===== config.mk =====
export PLATFORM = sky130hd
export DESIGN_NAME = regalu_sequencer
export DESIGN_NICKNAME = d
export VERILOG_FILES = /design/src/rtl/regalu_seq_pkg.sv /design/src/rtl/regalu_seq_decode.sv /design/src/rtl/regalu_sequencer.sv
export SDC_FILE = /design/constraint.sdc
export NUM_CORES = 1
export LEC_CHECK = 0
export CORE_ASPECT_RATIO = 0.5
export CORE_UTILIZATION = 45
export DETAILED_ROUTE_END_ITERATION = 10
export HOLD_SLACK_MARGIN = 0.12
export PLACE_DENSITY = 0.75
export SETUP_SLACK_MARGIN = 0.3
export SLEW_MARGIN = 10
export SYNTH_ARGS = -nofsm -noshare
export SYNTH_HDL_FRONTEND = slang
export SYNTH_SLANG_ARGS = --single-unit

===== constraint.sdc =====
create_clock -name Clk -period 2.61 [get_ports Clk]
set_input_delay 0.783 -clock Clk [delete_from_list [all_inputs] [get_ports Clk]]
set_output_delay 0.783 -clock Clk [all_outputs]
set_load 0.02 [all_outputs]

===== src/rtl/regalu_seq_pkg.sv =====
`default_nettype none
// ============================================================================
//  Module      : regalu_seq_pkg
//  Description : Shared definitions for the RegFile_Alu micro-sequencer:
//                FSM state encoding, control-word ctrl codes, control-word
//                field positions, flag index constants and the Imm8 sign
//                extension helper.
//  Revision    : 1.0 - initial release
// ============================================================================
package regalu_seq_pkg;

    // Sequencer states
    typedef enum logic [2:0] {
        S_IDLE    = 3'd0,
        S_FETCH   = 3'd1,
        S_DECODE  = 3'd2,
        S_EXECUTE = 3'd3,
        S_DONE    = 3'd4,
        S_FAULT   = 3'd5
    } seq_state_t;

    // ctrl field codes
    localparam logic [1:0] c_CTRL_OP     = 2'b00;
    localparam logic [1:0] c_CTRL_HALT   = 2'b01;
    localparam logic [1:0] c_CTRL_BRANCH = 2'b10;
    localparam logic [1:0] c_CTRL_RSVD   = 2'b11;

    // Control word layout:
    // [23:20] OpCode [19:16] Rdest [15:12] Rsrc [11] Imm_s [10] Wen [9:8] ctrl [7:0] Imm8
    localparam int c_WORD_W    = 24;
    localparam int c_OPC_LSB   = 20;
    localparam int c_RDEST_LSB = 16;
    localparam int c_RSRC_LSB  = 12;
    localparam int c_IMMS_BIT  = 11;
    localparam int c_WEN_BIT   = 10;
    localparam int c_CTRL_LSB  = 8;
    localparam int c_IMM8_LSB  = 0;

    // RegFile_Alu flag vector bit positions
    localparam int c_FLAGS_W = 5;
    localparam int c_FLAG_C  = 0;
    localparam int c_FLAG_L  = 1;
    localparam int c_FLAG_F  = 2;
    localparam int c_FLAG_Z  = 3;
    localparam int c_FLAG_N  = 4;

    function automatic logic [15:0] f_sext8(input logic [7:0] v);
        return {{8{v[7]}}, v};
    endfunction

endpackage
`default_nettype wire


===== src/rtl/regalu_seq_decode.sv =====
`default_nettype none
// ============================================================================
//  Module      : regalu_seq_decode
//  Description : Combinational split of a 24-bit sequencer control word.
//                Sign-extends Imm8 to 16 bits and masks the write enable so
//                only OP words can request a register-file write.
//  Ports       : i_word   - control word from program ROM
//                o_opcode / o_rdest / o_rsrc - datapath fields
//                o_imm    - sign-extended immediate, o_imm_s - imm select
//                o_wen    - write enable (OP words only), o_ctrl - ctrl code
//  Revision    : 1.0 - initial release
// ============================================================================
module regalu_seq_decode
    import regalu_seq_pkg::*;
(
    input  logic [c_WORD_W-1:0] i_word,
    output logic [3:0]          o_opcode,
    output logic [3:0]          o_rdest,
    output logic [3:0]          o_rsrc,
    output logic [15:0]         o_imm,
    output logic                o_imm_s,
    output logic                o_wen,
    output logic [1:0]          o_ctrl
);

    assign o_opcode = i_word[c_OPC_LSB +: 4];
    assign o_rdest  = i_word[c_RDEST_LSB +: 4];
    assign o_rsrc   = i_word[c_RSRC_LSB +: 4];
    assign o_imm    = f_sext8(i_word[c_IMM8_LSB +: 8]);
    assign o_imm_s  = i_word[c_IMMS_BIT];
    assign o_ctrl   = i_word[c_CTRL_LSB +: 2];
    // HALT/BRANCH/reserved words never write, whatever their Wen bit says
    assign o_wen    = i_word[c_WEN_BIT] && (o_ctrl == c_CTRL_OP);

endmodule
`default_nettype wire


===== src/rtl/regalu_sequencer.sv =====
`default_nettype none
// ============================================================================
//  Module      : regalu_sequencer
//  Description : Micro-sequencer driving RegFile_Alu from a synchronous
//                program ROM. Each word runs FETCH -> DECODE -> EXECUTE
//                (3 cycles); a HALT word ends the run with a Done pulse,
//                a reserved word or the step watchdog ends it in FAULT.
//  Config      : REGALU_SEQ_BRANCH_EN - enables conditional BRANCH words;
//                when undefined BRANCH is treated as reserved.
//  Parameters  : ADDR_W (ROM address width), MAX_STEPS (watchdog, 1..65535)
//  Ports       : Clk, Rst (async, active-low), Start, Busy, Done, Fault,
//                PcOut/InstrIn (ROM), RdestRegLoc, RsrcRegLoc, OpCode, Imm,
//                Imm_s, En (to RegFile_Alu), Flags (from RegFile_Alu),
//                FlagReg (flags captured at each retiring write)
//  Revision    : 1.0 - initial release
// ============================================================================
module regalu_sequencer
    import regalu_seq_pkg::*;
#(
    parameter int ADDR_W    = 4,
    parameter int MAX_STEPS = 255
) (
    input  logic              Clk,
    input  logic              Rst,
    input  logic              Start,
    output logic              Busy,
    output logic              Done,
    output logic              Fault,
    output logic [ADDR_W-1:0] PcOut,
    input  logic [23:0]       InstrIn,
    output logic [3:0]        RdestRegLoc,
    output logic [3:0]        RsrcRegLoc,
    output logic [3:0]        OpCode,
    output logic [15:0]       Imm,
    output logic              Imm_s,
    output logic              En,
    input  logic [4:0]        Flags,
    output logic [4:0]        FlagReg
);

    seq_state_t        r_state, w_state_nxt;
    logic [ADDR_W-1:0] r_pc, w_pc_next;
    logic [15:0]       r_step, w_step_inc;
    logic              r_busy, r_done, r_fault, r_en, r_imm_s;
    logic [3:0]        r_rdest, r_rsrc, r_opcode;
    logic [15:0]       r_imm;
    logic [4:0]        r_flagreg;
    logic [1:0]        r_ctrl;
    logic              w_accept, w_illegal, w_taken;

    logic [3:0]        w_dec_opcode, w_dec_rdest, w_dec_rsrc;
    logic [15:0]       w_dec_imm;
    logic              w_dec_imm_s, w_dec_wen;
    logic [1:0]        w_dec_ctrl;

    regalu_seq_decode u_decode (
        .i_word   (InstrIn),
        .o_opcode (w_dec_opcode),
        .o_rdest  (w_dec_rdest),
        .o_rsrc   (w_dec_rsrc),
        .o_imm    (w_dec_imm),
        .o_imm_s  (w_dec_imm_s),
        .o_wen    (w_dec_wen),
        .o_ctrl   (w_dec_ctrl)
    );

`ifdef REGALU_SEQ_BRANCH_EN
    // Widened so any Rsrc[2:0] indexes a defined bit; indices 5..7 are
    // covered by the Rsrc>=5 "always taken" term anyway.
    logic [7:0] w_flag8;
    assign w_flag8 = {3'b000, r_flagreg};
`endif

    always_ff @(posedge Clk or negedge Rst) begin
        if (!Rst) r_state <= S_IDLE;
        else      r_state <= w_state_nxt;
    end

    always_comb begin
        w_state_nxt = r_state;
        w_accept    = 1'b0;
        w_step_inc  = r_step + 16'd1;
        w_illegal   = (r_ctrl == c_CTRL_RSVD);
        w_taken     = 1'b0;
`ifdef REGALU_SEQ_BRANCH_EN
        // FlagReg still holds the value from before this word (BRANCH never writes)
        w_taken     = (r_ctrl == c_CTRL_BRANCH) &&
                      ((r_rsrc >= 4'd5) || w_flag8[r_rsrc[2:0]]);
`else
        w_illegal   = w_illegal || (r_ctrl == c_CTRL_BRANCH);
`endif
        w_pc_next   = w_taken ? ADDR_W'(r_imm[7:0]) : r_pc + ADDR_W'(1);

        case (r_state)
            S_IDLE: begin
                if (Start) begin
                    w_accept    = 1'b1;
                    w_state_nxt = S_FETCH;
                end
            end
            S_FETCH:   w_state_nxt = S_DECODE;
            S_DECODE:  w_state_nxt = S_EXECUTE;
            S_EXECUTE: begin
                // HALT wins over the watchdog when it is the last allowed step
                if (r_ctrl == c_CTRL_HALT)
                    w_state_nxt = S_DONE;
                else if (w_illegal || (w_step_inc == 16'(MAX_STEPS)))
                    w_state_nxt = S_FAULT;
                else
                    w_state_nxt = S_FETCH;
            end
            S_DONE, S_FAULT: begin
                if (Start) begin
                    w_accept    = 1'b1;
                    w_state_nxt = S_FETCH;
                end else begin
                    w_state_nxt = (r_state == S_DONE) ? S_IDLE : S_FAULT;
                end
            end
            default:   w_state_nxt = S_IDLE;
        endcase
    end

    always_ff @(posedge Clk or negedge Rst) begin
        if (!Rst) begin
            r_pc      <= '0;
            r_step    <= '0;
            r_busy    <= 1'b0;
            r_done    <= 1'b0;
            r_fault   <= 1'b0;
            r_en      <= 1'b0;
            r_rdest   <= '0;
            r_rsrc    <= '0;
            r_opcode  <= '0;
            r_imm     <= '0;
            r_imm_s   <= 1'b0;
            r_flagreg <= '0;
            r_ctrl    <= c_CTRL_OP;
        end else begin
            // Status outputs are registered from the next state so they are glitch-free
            r_busy <= (w_state_nxt == S_FETCH) || (w_state_nxt == S_DECODE) ||
                      (w_state_nxt == S_EXECUTE);
            r_done <= (w_state_nxt == S_DONE);

            if (w_accept) begin
                r_pc    <= '0;
                r_step  <= '0;
                r_fault <= 1'b0;
            end

            if (r_state == S_DECODE) begin
                r_rdest  <= w_dec_rdest;
                r_rsrc   <= w_dec_rsrc;
                r_opcode <= w_dec_opcode;
                r_imm    <= w_dec_imm;
                r_imm_s  <= w_dec_imm_s;
                r_ctrl   <= w_dec_ctrl;
                r_en     <= w_dec_wen;
            end

            if (r_state == S_EXECUTE) begin
                if (r_en) r_flagreg <= Flags;
                r_en   <= 1'b0;
                r_step <= w_step_inc;
                if (w_state_nxt == S_FETCH) r_pc    <= w_pc_next;
                if (w_state_nxt == S_FAULT) r_fault <= 1'b1;
            end
        end
    end

    assign Busy        = r_busy;
    assign Done        = r_done;
    assign Fault       = r_fault;
    assign PcOut       = r_pc;
    assign RdestRegLoc = r_rdest;
    assign RsrcRegLoc  = r_rsrc;
    assign OpCode      = r_opcode;
    assign Imm         = r_imm;
    assign Imm_s       = r_imm_s;
    assign En          = r_en;
    assign FlagReg     = r_flagreg;

endmodule
`default_nettype wire


# Word-level counts from Yosys, hierarchy flattened
# Cells that the tools add are included.
[op_classes]
n_addsub = 2
multipliers = 0
div = 0
magnitude_cmp = 0
n_eq_ne = 14
shifts = 0
mux = 18
n_bitwise = 0
reduce_logical = 12
[op_table]
columns = ["op", "n"]
rows = [
  ["2-to-1 mux 16 bit", 2],
  ["adder 16 x 1 -> 16 bit (second input constant)", 1],
  ["== test 16 x 8 -> 1 bit (second input constant)", 1],
  ["2-to-1 mux 3 bit", 5],
  ["one-hot mux 3 bit (5 select lines)", 1],
  ["== test 3 x 2 -> 1 bit (second input constant)", 4],
  ["== test 3 bit (second input constant)", 4],
  ["2-to-1 mux 4 bit", 3],
  ["2-to-1 mux 1 bit", 7],
  ["== test 3 x 1 -> 1 bit (second input constant)", 2],
  ["adder 4 x 1 -> 4 bit (second input constant)", 1],
  ["== test 2 bit (second input constant)", 2],
  ["logical OR 1 bit", 4],
  ["nonzero test 2 bit", 2],
  ["zero test 3 bit", 1],
  ["OR reduction 3 bit", 1],
  ["== test 2 x 1 -> 1 bit (second input constant)", 1],
  ["zero test 2 bit", 1],
  ["AND reduction 2 bit", 1],
  ["OR reduction 2 bit", 1],
  ["logical AND 1 bit", 1],
]
[word_totals]
register_bits = 55
latch_bits = 0
ram_bits = 0
rom_bits = 0
memories = 0

# Longest topological paths before layout
[depth]
word_depth = 9
depth_mapped = 9

# By module
# Synthesis repeated with hierarchy kept, for this count alone.
[hier_totals]
hier_cells = 297
hier_area_um2 = 3218.1
[modules_own_cells]
columns = ["mod", "n_inst", "cells_each", "area_per_inst_um2"]
rows = [
  ["regalu_sequencer", 1, 265, 2972.9],
  ["regalu_seq_decode", 1, 32, 245.2],
]

# Worst setup path before layout
# Ideal clock, no wire load.
[synth_timing]
path_type = "flip-flop to flip-flop"
start = "register r_step[0]"
end = "register r_busy, in the netlist Busy"
setup_ns = 0.131
arrival_time_ns = 2.011
slack_ns = 0.467
stages_incl_launch_ff = 10
path_buffers = 1
path_cell_list = "dfrtp_1 > ha_1 > buf_2 > nand4_1 > nor4_2 > xnor2_1 > nand3_1 > o21ai_4 > nor3_1 > or3_1"
[synth_between]
elab_chain_len = 9
word_cells_on_any_way = 11
cone_classes = "1 x add/sub; 4 x eq/ne; 3 x mux; 3 x reduce/logical"
[synth_rtl]
columns = ["item", "line", "text"]
rows = [
  ["start, declared", "regalu_sequencer.sv:43", "logic [15:0] r_step, w_step_inc;"],
  ["start signal, assigned", "regalu_sequencer.sv:164", "r_step <= w_step_inc;"],
  ["adder 16 x 1 -> 16 bit *", "regalu_sequencer.sv:82", "w_step_inc = r_step + 16'd1;"],
  ["== test 16 x 8 -> 1 bit *", "regalu_sequencer.sv:107", "else if (w_illegal || (w_step_inc == 16'(MAX_STEPS)))"],
  ["logical OR 1 bit *", "regalu_sequencer.sv:107", ""],
  ["2-to-1 mux 3 bit *", "regalu_sequencer.sv:107", ""],
  ["2-to-1 mux 3 bit *", "regalu_sequencer.sv:105", "if (r_ctrl == c_CTRL_HALT)"],
  ["one-hot mux 3 bit (5 select lines) *", "regalu_sequencer.sv:94", "case (r_state)"],
  ["== test 3 x 1 -> 1 bit / == test 3 x 2 -> 1 bit (equally long branches)", "regalu_sequencer.sv:141", "r_busy <= (w_state_nxt == S_FETCH) || (w_state_nxt == S_DECODE) ||"],
  ["logical OR 1 bit", "regalu_sequencer.sv:141", ""],
  ["logical OR 1 bit *", "regalu_sequencer.sv:141", ""],
  ["end signal, assigned", "regalu_sequencer.sv:141", ""],
  ["end, declared", "regalu_sequencer.sv:44", "logic r_busy, r_done, r_fault, r_en, r_imm_s;"],
]
# Mark *: on every way between the ends. The rest lies on a longest branch, timed or not.
# A chain may end at the register's enable or synchronous reset.

# Worst setup path after layout
[layout_timing]
start = "register Imm[7] (netlist name)"
end = "output port Imm[14]"
[layout_rtl]
columns = ["item", "line", "text"]
rows = [
  ["end, declared", "regalu_sequencer.sv:34", "output logic [15:0] Imm,"],
]
# No word-level cell between the ends.

==> reports/results.env <==
SYNTH.AREA.MUX_SHARE_PCT=11.3
NUM_VIAS=2198
SYNTH-WARNING-COUNT=0
WORST_SETUP_PATH_START_KIND='flop'
PATH_CELLS='clkdlybuf4s50_1'
RUN_STATUS='complete, no violations'
FINAL_ESTIMATED_ROUTING_CONGESTION_IN_GLOBAL_PLACEMENT=0.784
GRT_ANTENNA_BEFORE_REPAIR=0
SYNTH-XOR-AREA-SHARE_PCT=2.52
SYN_NETS=298
FINAL_CRITICAL_PATH_SHARE_OF_THE_CLOCK_PERIOD_PCT=85.5
SYN-CELL-AREA_SQ_MM=0.00278
WORSTHOLDPATHTYPE='reg -> reg'
TIMING.FINAL.HOLD_VIOLATIONS=0
IO_BUFFER_COUNT=73
POST-ROUTE-MIN-PERIOD_PS=2230
DIE-WIDTH_UM=113
CRIT_FAMILY='buffers and inverters'
CRITICAL-PATH-SLOWEST-CELL='clkdlybuf4s50_1'
HOLD_BUFFERS=0
VIA_COUNT_OF_THE_FIRST_GLOBAL_ROUTING_PASS=2172
NUM-FILL-CELLS=460
AREAGROWTHSYNTHTOFINISH_PCT=32.3
ROUTED_VIAS_INST=5.51
CLOCK_SKEW_PS=6.05
CPPEAKSTAGEDELAY_PS=670
CRITICAL_PATH_BUF_INV_COUNT=1
CRITICAL_PATH_ARRIVAL_PS=1450
PRE_CTS_WS_PS=119
CLK-INSERTION-DELAY-LATE_PS=290
SYNTHSIMPLEGATEAREAFRAC_PCT=15.2
MIN_FROM='Imm[6]$_DFFE_PN0P_'
TIGHTESTPINTRANSITION_PS=693
SYNTH_FA_HA_AREA_SHARE_PCT=1.35
SYNTH.YOSYS.SEQ_AREA_SHARE_PCT=49.5
TRACK_USAGE_PCT=19.7
HOLD-PATH-CELL-COUNT=1
CP-END-KIND='output port'
CTS.REPORTEDPATHS.CLKPINSLEW_PS=60
FLOORPLAN.DIE_AREA_SQ_MM=0.00652
HTREE_LEVELS=2
TRITONCTS='done'
SETUP_SLACK_PS=378
GLOBAL_ROUTE.OVERFLOW_TOTAL=0
SHARE_OF_FLIP_FLOPS_WITH_AN_ASYNCHRONOUS_SET_OR_RESET_PCT=100
INITIAL_CORE_UTIL_PCT=48.8
PLACE.DETAILED.HPWL_UM=4110
YS_TYPES=44
ANT_NETS=0
CORE_REGION_AREA_SQ_MM=0.00571
IR_DROP_mV=0.663
CLOCK_PATH_BUFFERS=2
WORSTSETUPPATHTYPE='reg -> out'
CP_NUM_CELLS=1
DRT_DRC_VIOLATIONS_LEFT=0
TOTALNEGATIVESETUPSLACK_PS=0
HOLDPATHEND='Imm[6]$_DFFE_PN0P_'
CRIT_REQUIRED_PS=1830
SYNTH_COMPOUND_AREA_SHARE_PCT=13.8
WORST_SLEW_MARGIN_REL_PCT=53.8
FINAL-SETUP-VIOL-COUNT=0
CORE.ROWCOUNT=19
INITIALDRTVIOLATIONCOUNT=81
POST_ROUTE_CELLS_DRIVE_ABOVE_1_SHARE_PCT=20.2
GRT_FIRST_PASS_WIRELENGTH_UM=9980
CTS.SINK_COUNT=55
MAX-CAP-VIOLATIONS=0
COMBINATIONAL_FAMILY_WITH_THE_MOST_AREA_AFTER_SYNTHESIS='simple AND/OR/NAND/NOR gates'
LENGTH_IN_CELLS_OF_THE_WORST_REG_TO_REG_PATH=7
DIE_HEIGHT_UM=57.6
DIODES=0
DETAIL_ROUTE.WIRELENGTH_UM=6020
POST-LAYOUT-TOTAL-POWER_uW=4240
SYNTHCELLS=263
YOSYS_REGISTER_BITS=55
RR_ENDPOINT='Busy$_DFF_PN0_'
SYNTH-EDFF-COUNT=0
DESIGN.FINAL.NETS=362
FINAL_MAX_SLEW_VIOL_COUNT=0
BOUNDARYPINS=74
RSZ0062_AT_GRT='false'
CELLLEAKAGEPOWER_uW=0.00147
CRIT-REG2REG-LAUNCH='r_step[2]$_DFFE_PN0P_'
NUMCTSBUFFERS=5
SYNTH_TOP_FLOP_CELL='dfrtp_1'
CRITICAL_PATH_PEAK_FANOUT=10
FMAX_GHz=0.448
GRT_MAX_DEGREE=56
WL_PER_CELL_UM=15.1
SYNTHESIS.AREA_PER_INSTANCE_SQ_UM=10.6
SETUP.REG_TO_REG.WORST_SLACK_PS=420
ROOT_BUFFER='clkbuf_16'
P_PER_CELL_AREA_mW_PER_MM2=1150
DRT_FIRST_PASS_ITERS=4
LAYOUT.CORE_UTILIZATION_PCT=64.5
==> metrics by stage <==
step / cells / cell area, sq um / hold WS (ps)
after floorplan: 263 / 2780 / 449
after global placement: 389 / 3500 / 469
after detailed placement: 389 / 3500 / 495
after CTS: 395 / 3630 / 509
after global routing: 399 / 3680 / 519
final: 399 / 3680 / 505
==> layout by cell type (no fill, tap or decap), drive strengths merged, types with 5 or more instances in the layout <==
cell type and n:
a21oi 11, buf 13, clkbuf 6, clkdlybuf4s50 72, dfrtp 55, mux2 28, nand2 17, nand3 12
nor2 17, nor2b 5, o21ai 27, o31ai 5, or3 5, xnor2 6
==> Yosys cell counts (6+ instances only) <==
cell / number / share of area [%]
a21oi_1: 10 / 1.8
buf_2: 8 / 1.4
buf_4: 12 / 3.2
clkbuf_1: 8 / 1.1
dfrtp_1: 55 / 49
mux2_2: 28 / 11
nand2_1: 17 / 2.3
nand3_1: 9 / 1.6
nor2_1: 17 / 2.3
o21ai_0: 20 / 3.6
o21ai_1: 6 / 1.1
xnor2_1: 6 / 1.9
==> cell families (layout without fill, tap and decap cells) <==
kind of cell,count (synthesis),count (layout)
xor+xnor,8,8
compound gates,60,60
buf+inv,32,95
flops,55,55
fa+ha+maj,3,3
simple gates,77,77
mux,28,28
==> final cells by class <==
class                           instances  area [sq um]  share of cell area (%)
Clock buffer                            6           129                    3.50
Inverter                                4          15.0                   0.408
Tap cell                               73          91.3                    2.48
Timing Repair Buffer                   85           816                    22.2
Multi-Input combinational cell        176          1250                    33.9
Sequential cell                        55          1380                    37.6
==> sequential cells by signal, indices dropped and copies added, names as in the netlist, 2 cells and up <==
signal / flops
r_step: 16
OpCode: 4
r_ctrl: 2
RsrcRegLoc: 4
Imm: 8
RdestRegLoc: 4
PcOut: 4
FlagReg: 5
r_state: 3
==> how the worst max path moves through the flow <==
stage | from | to | slack (ps)
after floorplan | r_step[0]$_DFFE_PN0P_ | Busy$_DFF_PN0_ | 470
after global placement | Start | r_step[12]$_DFFE_PN0P_ | 170
after detailed placement | Start | r_step[6]$_DFFE_PN0P_ | 120
after CTS | r_step[0]$_DFFE_PN0P_ | Busy$_DFF_PN0_ | 310
after global routing | r_step[0]$_DFFE_PN0P_ | PcOut[3]$_DFF_PN0_ | 290
final | Imm[7]$_DFFE_PN0P_ | Imm[14] | 380
==> where the power goes <==
part,total (uW),internal [uW],switching [uW]
clock,622,346,276
sequential,1500,1190,308
combinational,2120,1090,1030
==> metal layers <==
| metal | global-route usage [%] | vias up | share of wire [%] |
|---|---|---|---|
| li1 | - | 1052 | - |
| met4 | 8.46 | 0 | 1.6 |
| met1 | 23.6 | 1073 | 43 |
| met3 | 3.93 | 9 | 3.9 |
| met5 | 0 | - | 0 |
| met2 | 35.2 | 64 | 51 |
==> repair_timing <==
action | CTS | global route
endpoints found under the setup margin | 0 | 5
gates resized for setup | 0 | 9
hold endpoints to repair | 0 | 0
setup buffers | 0 | 4
Power figures use the tool's default switching activity.
